<file path="src/rtl/axis_frame_arbiter.sv">
// axis_frame_arbiter: round-robin AXI4-Stream arbiter that switches owners only
// at frame boundaries. A source is granted when its head beat carries sof, keeps
// the output for H lines, and loses it early if no beat is accepted for T cycles.
module axis_frame_arbiter #(
  parameter int unsigned R = 4,
  parameter int unsigned N = 2,
  parameter int unsigned U = 3,
  parameter int unsigned H = 8,
  parameter int unsigned T = 1024
) (
  input  logic             aclk,
  input  logic             aresetn,
  input  logic [R-1:0]     s_tvalid,
  output logic [R-1:0]     s_tready,
  input  logic [R*8*N-1:0] s_tdata,
  input  logic [R-1:0]     s_tlast,
  input  logic [R*U-1:0]   s_tuser,
  output logic             m_tvalid,
  input  logic             m_tready,
  output logic [8*N-1:0]   m_tdata,
  output logic             m_tlast,
  output logic [U-1:0]     m_tuser,
  output logic [R-1:0]     grant,
  output logic             busy,
  output logic             abort
);

  localparam int unsigned DW = 8 * N;
  localparam int unsigned PW = (R > 1) ? $clog2(R) : 1;
  localparam int unsigned LW = (H > 1) ? $clog2(H) : 1;
  localparam int unsigned WW = (T > 1) ? $clog2(T) : 1;

  typedef enum logic {StIdle, StXfer} state_e;

  state_e        r_state, w_state_nxt;
  logic [PW-1:0] r_idx, w_idx_nxt;
  logic [PW-1:0] r_ptr, w_ptr_nxt;
  logic [LW-1:0] r_line, w_line_nxt;
  logic [WW-1:0] r_wd, w_wd_nxt;

  logic [R-1:0]  w_cand;
  logic          w_found;
  logic [PW-1:0] w_pick;
  logic [PW-1:0] w_idx_inc;
  logic          w_accept;
  logic          w_eof_hit;
  logic          w_wd_exp;

  // Sources whose head beat is a start of frame are arbitration candidates.
  always_comb begin
    w_cand = '0;
    for (int unsigned r = 0; r < R; r++) begin
      w_cand[r] = s_tvalid[r] & s_tuser[r*U];
    end
  end

  // First candidate at or after the round-robin pointer, wrapping modulo R.
  always_comb begin
    w_found = 1'b0;
    w_pick  = '0;
    for (int unsigned i = 0; i < R; i++) begin
      if (!w_found && w_cand[(32'(r_ptr) + i) % R]) begin
        w_found = 1'b1;
        w_pick  = PW'((32'(r_ptr) + i) % R);
      end
    end
  end

  assign w_idx_inc = (r_idx == PW'(R - 1)) ? '0 : r_idx + 1'b1;
  assign busy      = (r_state == StXfer);

  // Output mux from the owner; idle drains non-sof beats and holds candidates.
  always_comb begin
    m_tvalid = 1'b0;
    m_tdata  = '0;
    m_tlast  = 1'b0;
    m_tuser  = '0;
    grant    = '0;
    s_tready = s_tvalid & ~w_cand;
    if (busy) begin
      m_tvalid        = s_tvalid[r_idx];
      m_tdata         = s_tdata[32'(r_idx)*DW +: DW];
      m_tlast         = s_tlast[r_idx];
      m_tuser         = s_tuser[32'(r_idx)*U +: U];
      grant           = R'(1) << r_idx;
      s_tready        = '0;
      s_tready[r_idx] = m_tready;
    end
  end

  assign w_accept  = m_tvalid & m_tready;
  assign w_eof_hit = w_accept & m_tlast & (r_line == LW'(H - 1));
  // An accepted beat clears the watchdog, so an end-of-frame beat can never abort.
  assign w_wd_exp  = busy & ~w_accept & (r_wd == WW'(T - 1));
  assign abort     = w_wd_exp;

  // Next-state: arbitration in idle, line counting and watchdog while transferring.
  always_comb begin
    w_state_nxt = r_state;
    w_idx_nxt   = r_idx;
    w_ptr_nxt   = r_ptr;
    w_line_nxt  = r_line;
    w_wd_nxt    = r_wd;
    unique case (r_state)
      StIdle: begin
        if (w_found) begin
          w_state_nxt = StXfer;
          w_idx_nxt   = w_pick;
          w_line_nxt  = '0;
          w_wd_nxt    = '0;
        end
      end
      StXfer: begin
        if (w_eof_hit || w_wd_exp) begin
          w_state_nxt = StIdle;
          w_ptr_nxt   = w_idx_inc;
        end else if (w_accept) begin
          w_wd_nxt = '0;
          if (m_tlast) begin
            w_line_nxt = r_line + 1'b1;
          end
        end else begin
          w_wd_nxt = r_wd + 1'b1;
        end
      end
      default: w_state_nxt = StIdle;
    endcase
  end

  // State registers; reset drops any frame in flight and rewinds the pointer.
  always_ff @(posedge aclk or negedge aresetn) begin
    if (!aresetn) begin
      r_state <= StIdle;
      r_idx   <= '0;
      r_ptr   <= '0;
      r_line  <= '0;
      r_wd    <= '0;
    end else begin
      r_state <= w_state_nxt;
      r_idx   <= w_idx_nxt;
      r_ptr   <= w_ptr_nxt;
      r_line  <= w_line_nxt;
      r_wd    <= w_wd_nxt;
    end
  end

endmodule

</file>
<file path="config.mk">
export PLATFORM = sky130hd
export DESIGN_NAME = axis_frame_arbiter
export DESIGN_NICKNAME = d
export VERILOG_FILES = /design/src/rtl/axis_frame_arbiter.sv
export SDC_FILE = /design/constraint.sdc
export NUM_CORES = 1
export LEC_CHECK = 0
export ABC_CLOCK_PERIOD_IN_PS = 2000
export BUFFER_PORTS_ARGS = -buffer_cell sky130_fd_sc_hd__buf_2
export CAP_MARGIN = 20
export CORE_MARGIN = 2
export CORE_UTILIZATION = 40
export CTS_CLUSTER_DIAMETER = 100
export DETAILED_ROUTE_END_ITERATION = 10
export PLACE_DENSITY = 0.86
export SYNTH_ARGS = -nofsm -noshare
export SYNTH_HDL_FRONTEND = slang
export SYNTH_SLANG_ARGS = --single-unit
</file>
<file path="constraint.sdc">
create_clock -name aclk -period 2 [get_ports aclk]
set_clock_uncertainty 0.1 [all_clocks]
set_input_delay 0.2 -clock aclk [delete_from_list [all_inputs] [get_ports aclk]]
set_output_delay 0.2 -clock aclk [all_outputs]
set_load 0.02 [all_outputs]
</file>
# --- Yosys cells after proc, flatten, opt, wreduce, memory -nomap -nowiden ---
# Cells that the tools add are included.
totals:
  elab_cells: 95
  in_bits: 87
  register_bits: 18
classes:
  eq_ne: 7
  n_addsub: 6
  shifts: 3
  n_mul: 1
  muxes: 41
  order_cmp: 6
  bitwise_logic: 14
  reduce_logical: 12
ops:
  columns: ["operator", "n"]
  rows:
  - ["64-bit by 7-bit variable part select with 16-bit output", 1]
  - ["10-bit two-way mux", 3]
  - ["10-bit one-hot mux with 2 select lines", 1]
  - ["16-bit two-way mux", 1]
  - ["2-bit by 3-bit < comparator with 1-bit output (second input constant)", 5]
  - ["1-bit two-way mux", 15]
  - ["3-bit two-way mux", 5]
  - ["1-bit binary-select mux with 2-bit select", 6]
  - ["12-bit by 5-bit variable part select with 3-bit output", 1]
  - ["10-bit by 1-bit adder with 10-bit output (second input constant)", 1]
  - ["10-bit == test (second input constant)", 1]
  - ["2-bit two-way mux", 5]
  - ["1-bit AND", 9]
  - ["4-bit AND", 2]
  - ["4-bit two-way mux", 2]
  - ["2-bit != test (second input constant)", 3]
  - ["3-bit one-hot mux with 2 select lines", 1]
  - ["2-bit AND reduction", 3]
  - ["2-bit by 1-bit adder with 2-bit output (second input constant)", 2]
  - ["2-bit adder (second input constant)", 2]
  - ["1-bit logical AND", 4]
  - ["2-bit by 2-bit multiplier with 4-bit output (second input constant)", 1]
  - ["4-bit NOT", 1]
  - ["4-bit AND reduction", 1]
  - ["other kinds (11)", 14]

# --- Longest topological paths before layout ---
depth:
  word_depth: 15
  ltp_mapped: 7
  ltp_nobuf: 7

# --- Worst setup path before layout ---
# Ideal clock, no wire load.
synth_timing:
  path_type: "register -> register"
  from: "register r_idx[1]"
  to: "register r_ptr[0]"
  setup_ps: 125
  path_stages_with_launch: 7
  period_less_slack_ps: 2082
  n_path_buf: 1
  t_arrival_ps: 1858
  path_slack_ps: -82
  path_cell_list: "dfrtp_1 > buf_6 > mux2i_2 > o2bb2ai_1 > nand3_1 > o21ai_1 > mux2_2"
synth_rtl:
  columns: ["element", "line_no", "source"]
  rows:
  - ["start: declaration", "36", "logic [PW-1:0] r_idx, w_idx_nxt;"]
  - ["start signal: assignment", "140", "r_idx <= w_idx_nxt;"]
  - ["1-bit binary-select mux with 2-bit select", "83", "m_tlast = s_tlast[r_idx];"]
  - ["1-bit two-way mux (not written as such)", "83", null]
  - ["1-bit two-way mux", "80", "if (busy) begin"]
  - ["named net m_tlast", "21", "output logic m_tlast,"]
  - ["1-bit AND (2 in series)", "92", "assign w_eof_hit = w_accept & m_tlast & (r_line == LW'(H - 1));"]
  - ["1-bit logical OR", "114", "if (w_eof_hit || w_wd_exp) begin"]
  - ["2-bit AND reduction (no line)", null, null]
  - ["end signal: assignment", "141", "r_ptr <= w_ptr_nxt;"]
  - ["end: declaration", "37", "logic [PW-1:0] r_ptr, w_ptr_nxt;"]
# The timed path passes the listed nets, and every way through them passes these cells. The select of a mux whose other input is x is not followed.
# A chain may end at the register's enable or synchronous reset.

# --- Final worst setup path ---
layout_timing:
  from: "register r_idx[0]"
  to: "output port m_tdata[0]"
layout_via:
  elab_chain_len: 2
layout_rtl:
  columns: ["element", "line_no", "source"]
  rows:
  - ["64-bit by 7-bit variable part select with 16-bit output", "82", "m_tdata = s_tdata[32'(r_idx)*DW +: DW];"]
  - ["16-bit two-way mux", "80", null]
  - ["end: declaration", "20", "output logic [8*N-1:0] m_tdata,"]
# No other way between the ends.

==> impl_metrics.ini <==
[clock_tree]
cts_tree = built
clockBufferDepth = 2
clk_pin_slew_worst_paths_ns = 0.07
clk_latency_ns = 0.26
cts.sink_count = 18
htreeDepth = 1
numCtsBuffers = 3
cts_root_buf = clkbuf_8

[yosys]
synth_area_mm2 = 0.001919
synthFlopType = dfrtp_1
synth.distinct_cells = 46
synth_top_area_share = 0.2347
syn_nets = 291
synth_top_cell_by_area = dfrtp_1
syn_area_per_cell_um2 = 9.743
synth-edff-count = 0
ys_ff_latch = 18
synth_warnings = 0
synth_area_leaders = dfrtp_1 (23%), mux4_2 (22%), and2_1 (7.8%)
synth.top_cells.by_count = and2_1 (24), nand2_1 (20), mux4_2 (19), dfrtp_1 (18), nand3_1 (14)
synth_most_common_cell = and2_1
ys_seq_area_frac = 0.2347
synthCells = 197
ys_async_sr_fraction = 1.000

[sta]
rsz0062_at_grt = yes
period_minus_slack_ns = 2.060
tightest_slew_ns = 0.3716
relSlewSlack = 0.7473
setup_viol = 13
fmax_mhz = 485.4
hold_violations = 0
postLayoutSetupSlackWorst_ns = -0.06034
finalCritPeriodShare = 1.030
finalMaxSlewViolations = 0

[critical_path]
cp_max_fo = 5
required_ns = 1.70
critPathLaunchType = flip-flop
criticalPathCategory = reg2out
crit_path_end_kind = primary output
cp.arrival_ns = 1.76
r2r_slack_ns = 0.06

[grt]
grt_pass1_wl_mm = 9.246
grt_max_degree = 22
track_usage = 0.2194
overflow = 0
antenna_found_initial = 0
grt_pass1_vias = 2029

[pwr]
power.internal_w = 0.002415
p_sw_w = 0.001764
clkPwrFrac = 0.072
power-per-cell-area_mw_per_mm2 = 1380
seqPwrFrac = 0.158
power_leakage_nw = 1.429
vdd.ir_drop.worst_uv = 765.6
sw_frac_of_total = 0.4221
combPwrFrac = 0.770

[floorplan]
die_w_um = 73.27
dieArea_mm2 = 0.005368
die_y_um = 73.27
ios = 118
start_util = 0.4118
core_mm2 = 0.004661
rows = 25

[route]
vias = 2230
drt_pre_antenna_iters = 4
drt_wl_total_mm = 6.820
drt_iter0_markers = 87
drc = 0
wire_per_inst_um = 17.67
drtAntennaViolNets = 0
viasPerCell = 5.777

[placed_design]
gp_congestion = 0.8494
dpl_cell_area_mm2 = 0.002644
hpwlAfterDp_mm = 4.870
io_buffers = 117

[final_layout]
drive_gt1_frac = 0.6114
multi_input_area_mm2 = 0.001489
utilization = 0.6499
syn_to_final_growth_pct = 57.82
fillCellCount = 359
seq_area_um2 = 454.2
finalNetCount = 427
final_cell_area_mm2 = 0.003029
antenna_cells = 0

[status]
outcome = complete, but fails checks
violations = negative setup slack

[flow_run]
cap_violations = 0

[min_path]
min_path_type = in2async
## cell type report
type / instances / area share
Multi-Input combinational cell: 163 / 0.4915
Sequential cell: 18 / 0.1499
Inverter: 6 / 0.008261
Tap cell: 54 / 0.02230
Timing Repair Buffer: 141 / 0.3098
Clock buffer: 4 / 0.01817
## path summary, 6_finish.rpt
kind | start | endpoint | cells past startpoint
setup / recovery | r_idx[0] | m_tdata[0] | 5
hold / removal | aresetn | r_wd[8] | 2
setup reg to reg | r_idx[1] | r_wd[3] | 6
hold reg to reg | r_wd[6] | r_wd[6] | 1
max in group asynchronous | aresetn | busy | 2
min in group aclk | s_tuser[9] | r_idx[0] | 5
## sequential cells by signal (all words and copies together) (netlist names)
register	flops
r_line	3
r_wd	10
r_ptr	2
r_idx	2
busy	1
## logic make-up after synthesis
logic type,count (synthesis),synth area share
and+or+nand+nor,80,0.2158
AOI/OAI and AO/OA,48,0.1878
muxes,27,0.2725
DFF,18,0.2347
buffers and inverters,16,0.03911
adders and majority gates,7,0.04563
xor gates and xnor gates,1,0.004564
## power by group through the flow
stage / Combinational [W] / Clock, W / Sequential, W
2_1_floorplan: 0.00178 / 0 / 0.000596
3_3_place_gp: 0.00241 / 0 / 0.000622
3_5_place_dp: 0.00246 / 0 / 0.000630
4_1_cts: 0.00274 / 0.000299 / 0.000624
5_1_grt: 0.00341 / 0.000323 / 0.000676
6_report: 0.00322 / 0.000300 / 0.000659
## cells in the final DEF, fill, tap and decap left out, drive strengths merged, types with 3 or more instances in the layout
| master | n |
|---|---|
| a21oi | 6 |
| clkbuf | 5 |
| o21ai | 16 |
| nor3 | 3 |
| mux2 | 3 |
| nor2b | 3 |
| ha | 7 |
| mux4 | 19 |
| a31oi | 5 |
| nor2 | 10 |
| nand2 | 20 |
| buf | 139 |
| dfrtp | 18 |
| nand3 | 14 |
| mux2i | 5 |
| and2 | 24 |
| inv | 5 |
| o2bb2ai | 3 |
## critical path: stages, from the launching register on
cell     delay (ns)
dfrtp_2        0.43
buf_6          0.15
buf_16         0.12
mux4_2         0.50
and2_4         0.18
buf_6          0.12
## layer usage
layer  routed length (um)  vias to the layer above  track usage
met5                    0                        -            0
met4                  203                        0      0.08230
met1                 2395                     1071       0.2258
met2                 3696                      116       0.4334
li1                     -                     1022            -
met3                  524                       21      0.03704
## metrics by stage
| stage | std cells | hold slack [ns] | setup TNS, ns | setup slack (ns) | total power, W |
|---|---|---|---|---|---|
| after floorplan | 197 | -0.1956 | 0 | 0.08107 | 0.002377 |
| after global placement | 372 | 0.04641 | 0 | 0.1682 | 0.003034 |
| after detailed placement | 372 | 0.04777 | 0 | 0.07161 | 0.003095 |
| after CTS | 385 | 0.3017 | -0.4594 | -0.03609 | 0.003667 |
| after global routing | 386 | 0.3275 | -1.231 | -0.09902 | 0.004413 |
| final | 386 | 0.2964 | -0.3340 | -0.06034 | 0.004180 |
## what timing repair did
item | in CTS | in global routing
hold buffers | 1 | 0
gates resized for setup | 7 | 61
endpoints found under the hold margin | 18 | 0
setup buffers | 6 | 2
pin swaps | 1 | 4
endpoints found under the setup margin | 26 | 31
cloned | 2 | 1
No activity file was read; power rests on OpenSTA's default activity.
